===== config.mk =====
export PLATFORM = sky130hd
export DESIGN_NAME = filter_mac_unit
export DESIGN_NICKNAME = d
export VERILOG_FILES = /design/src/rtl/nn_pkg.sv /design/src/rtl/fixed_point_saturate.sv /design/src/rtl/filter_mac_unit.sv
export SDC_FILE = /design/constraint.sdc
export NUM_CORES = 1
export LEC_CHECK = 0
export BUFFER_PORTS_ARGS = -buffer_cell sky130_fd_sc_hd__buf_2
export CAP_MARGIN = 40
export CORE_MARGIN = 3
export CORE_UTILIZATION = 40
export DETAILED_ROUTE_END_ITERATION = 8
export GPL_TIMING_DRIVEN = 0
export SYNTH_ARGS = -nofsm -noshare
export SYNTH_HDL_FRONTEND = slang
export SYNTH_HIERARCHICAL = 1
export SYNTH_SLANG_ARGS = --single-unit

===== constraint.sdc =====
create_clock -name clock -period 6.5 [get_ports clock]
set_input_delay 0.975 -clock clock [delete_from_list [all_inputs] [get_ports clock]]
set_output_delay 0.975 -clock clock [all_outputs]
set_load 0.05 [all_outputs]

===== src/rtl/nn_pkg.sv =====
// Shared fixed-point constants, widths and state type for the NN datapath blocks.
package nn_pkg;
    localparam int NUM_FILTERS = 4;
    localparam int VECTOR_LEN  = 8;
    localparam int DATA_WIDTH  = 16;
    localparam int FRAC_BITS   = 8;

    localparam int TAP_BITS    = $clog2(VECTOR_LEN);
    localparam int FILTER_BITS = $clog2(NUM_FILTERS);
    localparam int ADDR_WIDTH  = FILTER_BITS + TAP_BITS;
    localparam int PROD_WIDTH  = 2 * DATA_WIDTH;
    // Room for VECTOR_LEN full-scale products without overflow.
    localparam int ACC_WIDTH   = PROD_WIDTH + TAP_BITS;

    localparam int SAT_MAX_INT = (2 ** (DATA_WIDTH - 1)) - 1;
    localparam int SAT_MIN_INT = -(2 ** (DATA_WIDTH - 1));
    localparam logic signed [DATA_WIDTH-1:0] SAT_MAX = DATA_WIDTH'(SAT_MAX_INT);
    localparam logic signed [DATA_WIDTH-1:0] SAT_MIN = DATA_WIDTH'(SAT_MIN_INT);

    typedef enum logic [2:0] {
        ST_IDLE,
        ST_REQUEST,
        ST_COLLECT,
        ST_DRAIN,
        ST_DONE
    } mac_state_t;
endpackage


===== src/rtl/fixed_point_saturate.sv =====
// Accumulator to Q8.8: arithmetic shift by FRAC_BITS, then clamp to 16-bit signed.
// Define FILTER_MAC_RELU_EN to force negative accumulators to zero before clamping.
module fixed_point_saturate
    import nn_pkg::*;
(
    input  logic signed [ACC_WIDTH-1:0]  acc,
    output logic signed [DATA_WIDTH-1:0] result
);
    localparam int SHIFT_WIDTH = ACC_WIDTH - FRAC_BITS;
    localparam logic signed [SHIFT_WIDTH-1:0] LIM_MAX = SHIFT_WIDTH'(SAT_MAX_INT);
    localparam logic signed [SHIFT_WIDTH-1:0] LIM_MIN = SHIFT_WIDTH'(SAT_MIN_INT);

    logic signed [SHIFT_WIDTH-1:0] shifted;

    // Dropping the low bits of a two's-complement value truncates toward -inf.
    assign shifted = acc[ACC_WIDTH-1:FRAC_BITS];

    always_comb begin
        result = shifted[DATA_WIDTH-1:0];
`ifdef FILTER_MAC_RELU_EN
        if (acc[ACC_WIDTH-1])
            result = '0;
        else if (shifted > LIM_MAX)
            result = SAT_MAX;
`else
        if (shifted > LIM_MAX)
            result = SAT_MAX;
        else if (shifted < LIM_MIN)
            result = SAT_MIN;
`endif
    end
endmodule


===== src/rtl/filter_mac_unit.sv =====
// Dot product of one incoming vector with a selected filter from weight memory.
// Build option FILTER_MAC_RELU_EN (handled in fixed_point_saturate) clips negatives.
//
// state   | meaning
// IDLE    | waiting for start
// REQUEST | one-cycle element request to the vector manager
// COLLECT | accepting elements, issuing weight reads
// DRAIN   | letting the last products reach the accumulator
// DONE    | result offered until result_ready
module filter_mac_unit
    import nn_pkg::*;
(
    input  logic                          clock,
    input  logic                          clear,
    input  logic                          start,
    input  logic [FILTER_BITS-1:0]        filter_select,
    output logic                          busy,
    output logic                          m_element_requested,
    input  logic                          m_element_ready,
    input  logic signed [DATA_WIDTH-1:0]  m_element,
    output logic [ADDR_WIDTH-1:0]         weight_memory_address,
    output logic                          weight_memory_enable,
    input  logic signed [DATA_WIDTH-1:0]  weight_element,
    output logic signed [DATA_WIDTH-1:0]  result,
    output logic                          result_valid,
    input  logic                          result_ready
);
    mac_state_t                   state;
    logic [FILTER_BITS-1:0]       filter_q;
    logic [TAP_BITS-1:0]          tap;
    logic [1:0]                   drain_cnt;
    logic signed [DATA_WIDTH-1:0] elem_s0;
    logic signed [DATA_WIDTH-1:0] elem_s1;
    logic                         valid_s1;
    logic signed [ACC_WIDTH-1:0]  acc;
    logic signed [PROD_WIDTH-1:0] product;
    logic signed [DATA_WIDTH-1:0] sat_result;
    logic                         accept_start;

    assign accept_start = start && ((state == ST_IDLE) || (state == ST_DONE && result_ready));
    assign product      = PROD_WIDTH'(elem_s1) * PROD_WIDTH'(weight_element);

    fixed_point_saturate u_saturate (
        .acc    (acc),
        .result (sat_result)
    );

    // weight_memory_enable doubles as the stage-0 valid bit.
    always_ff @(posedge clock) begin
        if (clear) begin
            elem_s1  <= '0;
            valid_s1 <= 1'b0;
        end else begin
            elem_s1  <= elem_s0;
            valid_s1 <= weight_memory_enable;
        end
    end

    always_ff @(posedge clock) begin
        if (clear) begin
            state                 <= ST_IDLE;
            busy                  <= 1'b0;
            m_element_requested   <= 1'b0;
            weight_memory_address <= '0;
            weight_memory_enable  <= 1'b0;
            result                <= '0;
            result_valid          <= 1'b0;
            filter_q              <= '0;
            tap                   <= '0;
            drain_cnt             <= '0;
            elem_s0               <= '0;
            acc                   <= '0;
        end else begin
            m_element_requested  <= 1'b0;
            weight_memory_enable <= 1'b0;
            if (valid_s1)
                acc <= acc + ACC_WIDTH'(product);

            case (state)
                ST_IDLE: ;
                ST_REQUEST: state <= ST_COLLECT;
                ST_COLLECT: begin
                    if (m_element_ready) begin
                        elem_s0               <= m_element;
                        weight_memory_address <= {filter_q, tap};
                        weight_memory_enable  <= 1'b1;
                        tap                   <= tap + 1'b1;
                        if (tap == TAP_BITS'(VECTOR_LEN - 1)) begin
                            drain_cnt <= '0;
                            state     <= ST_DRAIN;
                        end
                    end
                end
                ST_DRAIN: begin
                    if (drain_cnt == 2'd2) begin
                        result       <= sat_result;
                        result_valid <= 1'b1;
                        state        <= ST_DONE;
                    end else begin
                        drain_cnt <= drain_cnt + 2'd1;
                    end
                end
                ST_DONE: begin
                    if (result_ready) begin
                        result_valid <= 1'b0;
                        busy         <= 1'b0;
                        state        <= ST_IDLE;
                    end
                end
                default: state <= ST_IDLE;
            endcase

            if (accept_start) begin
                filter_q            <= filter_select;
                tap                 <= '0;
                acc                 <= '0;
                m_element_requested <= 1'b1;
                busy                <= 1'b1;
                state               <= ST_REQUEST;
            end
        end
    end
endmodule


==> flow_summary.ini, run 1 <==
[sta]
worst-slew-pin-transition_ns = 0.7852
final_setup_margin_ns = 0.1193
fin_setup_tns_ns = 0
finalCritPeriodShare = 0.9816
final-max-slew-violation-count = 0
grt_setup_unrepaired = true
slew_headroom = 0.4765
fin_worst_hold_slack_ns = 0.4544
largest_clock_skew_in_the_final_design_ns = 0.01464
hold_violations = 0
post-route-min-period_ns = 6.381
max_freq_mhz = 156.7
final_setup_violation_count = 0

[hold_path]
hold_start = elem_s0[1]$_SDFFE_PP0P_
hold_path_end = elem_s0[1]$_SDFFE_PP0P_
hold_wc_path_type = register to register
hold-path-cell-count = 2

[setup_path]
critPathMaxFanout = 7
delay_contributed_by_the_slowest_stage_of_the_critical_path_ns = 0.62
crit_path_start_kind = input port
cp.required_ns = 6.73
critical_path_arrival_ns = 6.61
end_of_the_worst_register_to_register_path = acc[32]$_SDFFE_PP0P_
worstSetupStartpoint = weight_element[5]
worst_r2r_startpoint = elem_s1[11]$_SDFF_PP0_
worstPathCellList = buf_6 > and2_4 > inv_1 > fa_1 > inv_2 > fa_2 > inv_2 > fa_1 > inv_1 > fa_1 > fa_1 > inv_2 > fa_1 > inv_1 > ha_4 > a22oi_1 > nand2_1 > o21ai_1 > nand2_1 > o2bb2ai_4 > o311a_1 > o41ai_2 > xor2_1 > o21ai_1
setup.reg_to_reg.worst_slack_ns = 0.22
worst-r2r-cell-count = 20
critical_path_class = input port to register
critical_path.most_common_cell = fa_1
endpoint_kind = register
family_with_the_most_delay_on_the_worst_path = adder cells
slowest_stage = fa_2
timing.critical_path.buf_inv = 7

[logic_synthesis]
synth-main-ff-cell = dfxtp_1
synth.most_common_cell = inv_1
async_flop_share = 0
synthTopCellsByArea = fa_1, dfxtp_1, inv_1
synth_common_cells = inv_1, fa_1, nand2_1
synthCells = 1661
ys_seq_area_frac = 0.1357
synth.avg_cell_area_um2 = 9.149
synth.top_cell.area_share = 0.4084
synth_cell_types = 59
total_of_flip_flops_plus_latches_after_synthesis = 103
synth_area_leader_cell = fa_1
synthesis.nets = 2117
synth.yosys.warnings = 6
mappedNetlistArea_mm2 = 0.01520
synth_edf_count = 0

[finish]
multiInputGateArea_mm2 = 0.01189
antenna_cells = 0
num-fill-cells = 3575
syn_to_final_growth_pct = 14.26
finish.net_count = 2223
seq_area_mm2 = 0.002079
final_layout_size_suffix_gt1_frac = 0.1411
final_core_utilization = 0.4687
finish.cell_count_without_fillers = 2276

[power_and_ir_drop]
p_switching_uw = 841.9
power.density_cell_area_mw_per_mm2 = 125.8
p_comb_frac = 0.440
power_report.internal_total_mw = 1.343
seq_power_share = 0.301
power.share.clock = 0.259
peak_supply_drop_v = 0.0001295
sw_frac_of_total = 0.3854
leakage_nw = 8.643

[global_route]
vias_in_the_first_global_route = 11650
grt_use_total = 0.1952
grt_first_pass_wirelength_mm = 63.26
grt_start_max_net_pins = 24
number_of_antenna_violations_at_the_first_check_in_global_routing = 0
grt-ovfl-total = 0

[floorplan]
die_h_um = 200.9
rows = 70
start_util = 0.4102
boundaryPins = 64
dieWidth_um = 200.9
design.die.area_mm2 = 0.04036
coreArea_mm2 = 0.03705

[cts]
cts.htree.levels = 3
clk-insertion-delay-late_ns = 0.35
clock_sinks = 103
clockBufferDepth = 2
cts_inserted_buffers = 9
clk_transition_reported_paths_ns = 0.08
tritoncts = yes
cts.root.buffer_cell = clkbuf_16

[routing]
drt.antenna.violating_nets = 0
drc_errors = 0
avgRoutedWirePerCell_um = 16.83
vias = 11080
route.final.wire_length_mm = 38.30
drtIter0Drc = 587
vias_per_cell = 4.869
firstDrtPassIters = 5

[placement]
place.detailed.hpwl_mm = 33.04
place_worst_setup_slack_ns = -1.015
dp_cells = 2229
placement.io_buffers = 63
place_congestion = 0.8717

[flow_run]
max_cap_violations = 0

[run_status]
run_status = completed
## worst max-delay path by stage
stage / slack, ns / end / cells past startpoint
finish: 0.12 / acc[33]$_SDFFE_PP0P_ / 24
global placement: -0.93 / acc[34]$_SDFFE_PP0P_ / 22
global route: -0.02 / acc[32]$_SDFFE_PP0P_ / 20
CTS: 0.001 / acc[33]$_SDFFE_PP0P_ / 24
detailed placement: -1.02 / acc[34]$_SDFFE_PP0P_ / 22
floorplan: 0.05 / acc[33]$_SDFFE_PP0P_ / 23
## per-stage QoR
step           instance area, µm²  power [mW]
3_3_place_gp                16160       1.459
3_5_place_dp                16170       1.464
2_1_floorplan               15220       1.243
6_report                    17360       2.185
4_1_cts                     16810       2.083
5_1_grt                     17360       2.332
## final cells by class
| type | count | share of cell area |
|---|---|---|
| clock buffers | 9 | 0.01297 |
| plain buffers | 58 | 0.02263 |
| well taps | 504 | 0.03632 |
| flip-flops and latches | 103 | 0.1198 |
| repair buffers | 98 | 0.03826 |
| inverters | 370 | 0.07999 |
| clock inverters | 7 | 0.005549 |
| multi-input cells | 1127 | 0.6845 |
## power by group through the flow
stage / Combinational, mW / Sequential [mW] / Clock [mW]
3_5_place_dp: 0.792 / 0.673 / 0
2_1_floorplan: 0.572 / 0.671 / 0
6_report: 0.961 / 0.658 / 0.566
4_1_cts: 0.846 / 0.658 / 0.578
5_1_grt: 1.07 / 0.660 / 0.603
3_3_place_gp: 0.786 / 0.673 / 0
## worst min-delay path: stages (launching register included)
cell and delay, ns:
dfxtp_1 0.31, nand2_1 0.05, a21oi_1 0.05
## cells by family (layout without fill, tap and decap cells)
family          Yosys count  after routing  share of synthesized area
compound gates          166            166                    0.07197
buf+inv                 431            542                     0.1078
fa+ha+maj               417            417                     0.4965
mux                      22             22                    0.01449
simple gates            486            486                     0.1528
flops                   103            103                     0.1357
xor+xnor                 36             36                    0.02075
## registers in the layout, indices dropped and copies added (netlist names)
register	flops
elem_s0	16
filter_q	2
drain_cnt	2
busy	1
result_valid	1
state	3
weight_memory_address	5
elem_s1	16
acc	35
valid_s1	1
tap	3
result	16
m_element_requested	1
weight_memory_enable	1
## cell usage in the layout (no fill, tap or decap), types with 23 or more instances in the layout
cell / instances
buf_4: 38
fa_1: 292
a21oi_1: 58
xnor2_1: 23
and2_1: 112
dfxtp_1: 91
buf_2: 50
inv_1: 354
nor2_1: 59
nand2_1: 224
ha_1: 91
## metal layers
metal | wire length [µm] | track usage | part of all wire | up-vias
li1 | - | - | - | 5207
met1 | 18400 | 0.2920 | 0.48 | 5508
met2 | 17080 | 0.3028 | 0.45 | 315
met3 | 1956 | 0.02108 | 0.051 | 52
met4 | 859 | 0.05169 | 0.022 | 0
met5 | 0 | 0 | 0 | -
## what timing repair did
item	CTS	global route
buffers inserted	8	26
setup endpoints to repair	13	10
gates resized for setup	84	129
hold buffers	0	0
cloned	0	0
pin swaps	16	84
Note: power is estimated with default switching activity, not from simulation.
==> run 2, diff against run 1 <==
--- a/config.mk
+++ b/config.mk
@@ -11,6 +11,7 @@
 export CORE_UTILIZATION = 40
 export DETAILED_ROUTE_END_ITERATION = 8
 export GPL_TIMING_DRIVEN = 0
+export SETUP_SLACK_MARGIN = 0.15
 export SYNTH_ARGS = -nofsm -noshare
 export SYNTH_HDL_FRONTEND = slang
 export SYNTH_HIERARCHICAL = 1
==> run 2 against run 1 <==
Clock power hardly changed; critical path type unchanged; via count barely moved; sequential power about the same; die area is the same; largest cell class unchanged; final cell count increased by 0.70%; hold slack worse by 0.0021 ns; core utilization up 0.68 points; wire length rose by 2.3%.
==> flow_summary.ini, run 2 (synthesized netlist as in run 1, its figures left out) <==
[flow_run]
max_cap_violations = 0

[finish]
finish.net_count = 2239
num-fill-cells = 3497
seq_area_mm2 = 0.002074
register_ranked_first_by_flip_flop_count = acc
final_cell_area_mm2 = 0.01761
most_used_cells_in_the_layout_excluding_fill_and_tap_cells = inv_1, fa_1, nand2_1
multiInputGateArea_mm2 = 0.01193
flip_flop_count_of_the_largest_register_after_layout = 35
finish.cell_count_without_fillers = 2292
final_layout_size_suffix_gt1_frac = 0.1532
final_common_cell = inv_1
syn_to_final_growth_pct = 15.91
antenna_cells = 0

[power_and_ir_drop]
peak_supply_drop_v = 0.0001666
power.density_cell_area_mw_per_mm2 = 125.3
leakage_nw = 8.797

[setup_path]
endpoint_kind = register
critical_path_class = input port to register
setup.reg_to_reg.worst_slack_ns = 0.16
critical_path_arrival_ns = 6.57
worst-r2r-cell-count = 23
critical_path.most_common_cell = fa_1
cp.required_ns = 6.73
end_of_the_worst_register_to_register_path = acc[33]$_SDFFE_PP0P_
critPathMaxFanout = 7
delay_contributed_by_the_slowest_stage_of_the_critical_path_ns = 0.54
slowest_stage = fa_1
worstPathCellList = buf_12 > clkbuf_16 > nand2_4 > inv_4 > buf_4 > fa_1 > inv_1 > fa_1 > inv_1 > fa_1 > fa_2 > fa_1 > inv_1 > fa_1 > inv_1 > ha_1 > o21a_1 > a21oi_1 > o31a_4 > o2bb2ai_2 > o311a_1 > o41ai_2 > xor2_1 > o21ai_1
worst_r2r_startpoint = elem_s1[6]$_SDFF_PP0_
crit_path_start_kind = input port

[routing]
vias_per_cell = 4.832
route.final.wire_length_mm = 39.17
avgRoutedWirePerCell_um = 17.09
drt.antenna.violating_nets = 0
firstDrtPassIters = 5
drtIter0Drc = 590
vias = 11080
drc_errors = 0

[cts]
cts.root.buffer_cell = clkbuf_16
cts.htree.levels = 3
clk-insertion-delay-late_ns = 0.35
cts_hold_repair.buffers = 0
clock_sinks = 103
clockBufferDepth = 2
tritoncts = yes
cts_inserted_buffers = 9
clk_transition_reported_paths_ns = 0.08

[floorplan]
rows = 70
start_util = 0.4102
die_h_um = 200.9
boundaryPins = 64
design.die.area_mm2 = 0.04036
dieWidth_um = 200.9
coreArea_mm2 = 0.03705

[sta]
fin_worst_hold_slack_ns = 0.4523
max_freq_mhz = 157.6
final_setup_margin_ns = 0.1536
final_setup_violation_count = 0
hold_violations = 0
finalCritPeriodShare = 0.9764
worst-slew-pin-transition_ns = 0.7973
final-max-slew-violation-count = 0
largest_clock_skew_in_the_final_design_ns = 0.01523
slew_headroom = 0.4660
post-route-min-period_ns = 6.346
grt_setup_unrepaired = true

[placement]
dp_cells = 2229
place_worst_setup_slack_ns = -0.7616
placement.io_buffers = 63
place.detailed.hpwl_mm = 33.29
placed_cell_area_mm2 = 0.01628
place_congestion = 0.8885

[global_route]
grt_first_pass_wirelength_mm = 64.84
vias_in_the_first_global_route = 11890
grt_start_max_net_pins = 24
grt_use_total = 0.1997
grt-ovfl-total = 0
number_of_antenna_violations_at_the_first_check_in_global_routing = 0

[hold_path]
hold-path-cell-count = 2
hold_start = elem_s0[0]$_SDFFE_PP0P_
hold_wc_path_type = register to register
hold_path_end = elem_s0[0]$_SDFFE_PP0P_

[run_status]
run_status = completed
==> run 2: worst max path at each step <==
stage                                   from                   end  slack [ns]
after floorplan           weight_element[15]  acc[33]$_SDFFE_PP0P_        0.15
after global placement    weight_element[14]  acc[34]$_SDFFE_PP0P_       -0.70
after detailed placement  weight_element[14]  acc[34]$_SDFFE_PP0P_       -0.76
after CTS                  weight_element[4]  acc[33]$_SDFFE_PP0P_        0.15
after global routing       weight_element[1]  acc[30]$_SDFFE_PP0P_        0.01
final                      weight_element[1]  acc[33]$_SDFFE_PP0P_        0.15
==> run 2: worst max-delay path, delay by kind of cell <==
kind	cells	cell delay (ns)
AOI/OAI and AO/OA	7	1.31
xor gates and xnor gates	1	0.20
adders and majority gates	7	3.38
and+or+nand+nor	1	0.06
buffers and inverters	8	0.62
==> run 2: report_power, final <==
part	total (mW)	internal, mW	switching (mW)	leakage, nW
clock	0.567	0.286	0.281	0.155
combinational	0.982	0.424	0.557	7.80
sequential	0.659	0.644	0.0151	0.837
==> run 2: final cells by class <==
class,instances,share of cell area
flip-flops and latches,103,0.1178
well taps,504,0.03580
plain buffers,61,0.02593
clock inverters,7,0.005328
inverters,370,0.07899
multi-input cells,1127,0.6773
clock buffers,9,0.01279
repair buffers,111,0.04603
==> run 2: metrics by stage <==
step	setup TNS, ns	util	power, mW
after floorplan	0	-	1.267
after global placement	-7.336	0.4393	1.484
after detailed placement	-7.143	0.4394	1.485
after CTS	0	0.4620	2.139
after global routing	0	0.4754	2.361
final	0	0.4754	2.208
==> run 2: repair_timing <==
item	in CTS	in global routing
endpoints found under the setup margin	13	15
setup buffers	19	26
gates cloned	0	2
resized for setup	105	90
pin swaps	38	43
==> run 2: metal layers <==
layer / share of wire / wire length [µm] / vias up / track usage
met1: 0.49 / 19000 / 5502 / 0.2954
met3: 0.043 / 1668 / 55 / 0.02043
li1: - / - / 5240 / -
met5: 0 / 0 / - / 0
met4: 0.023 / 920 / 0 / 0.04517
met2: 0.45 / 17580 / 279 / 0.3181
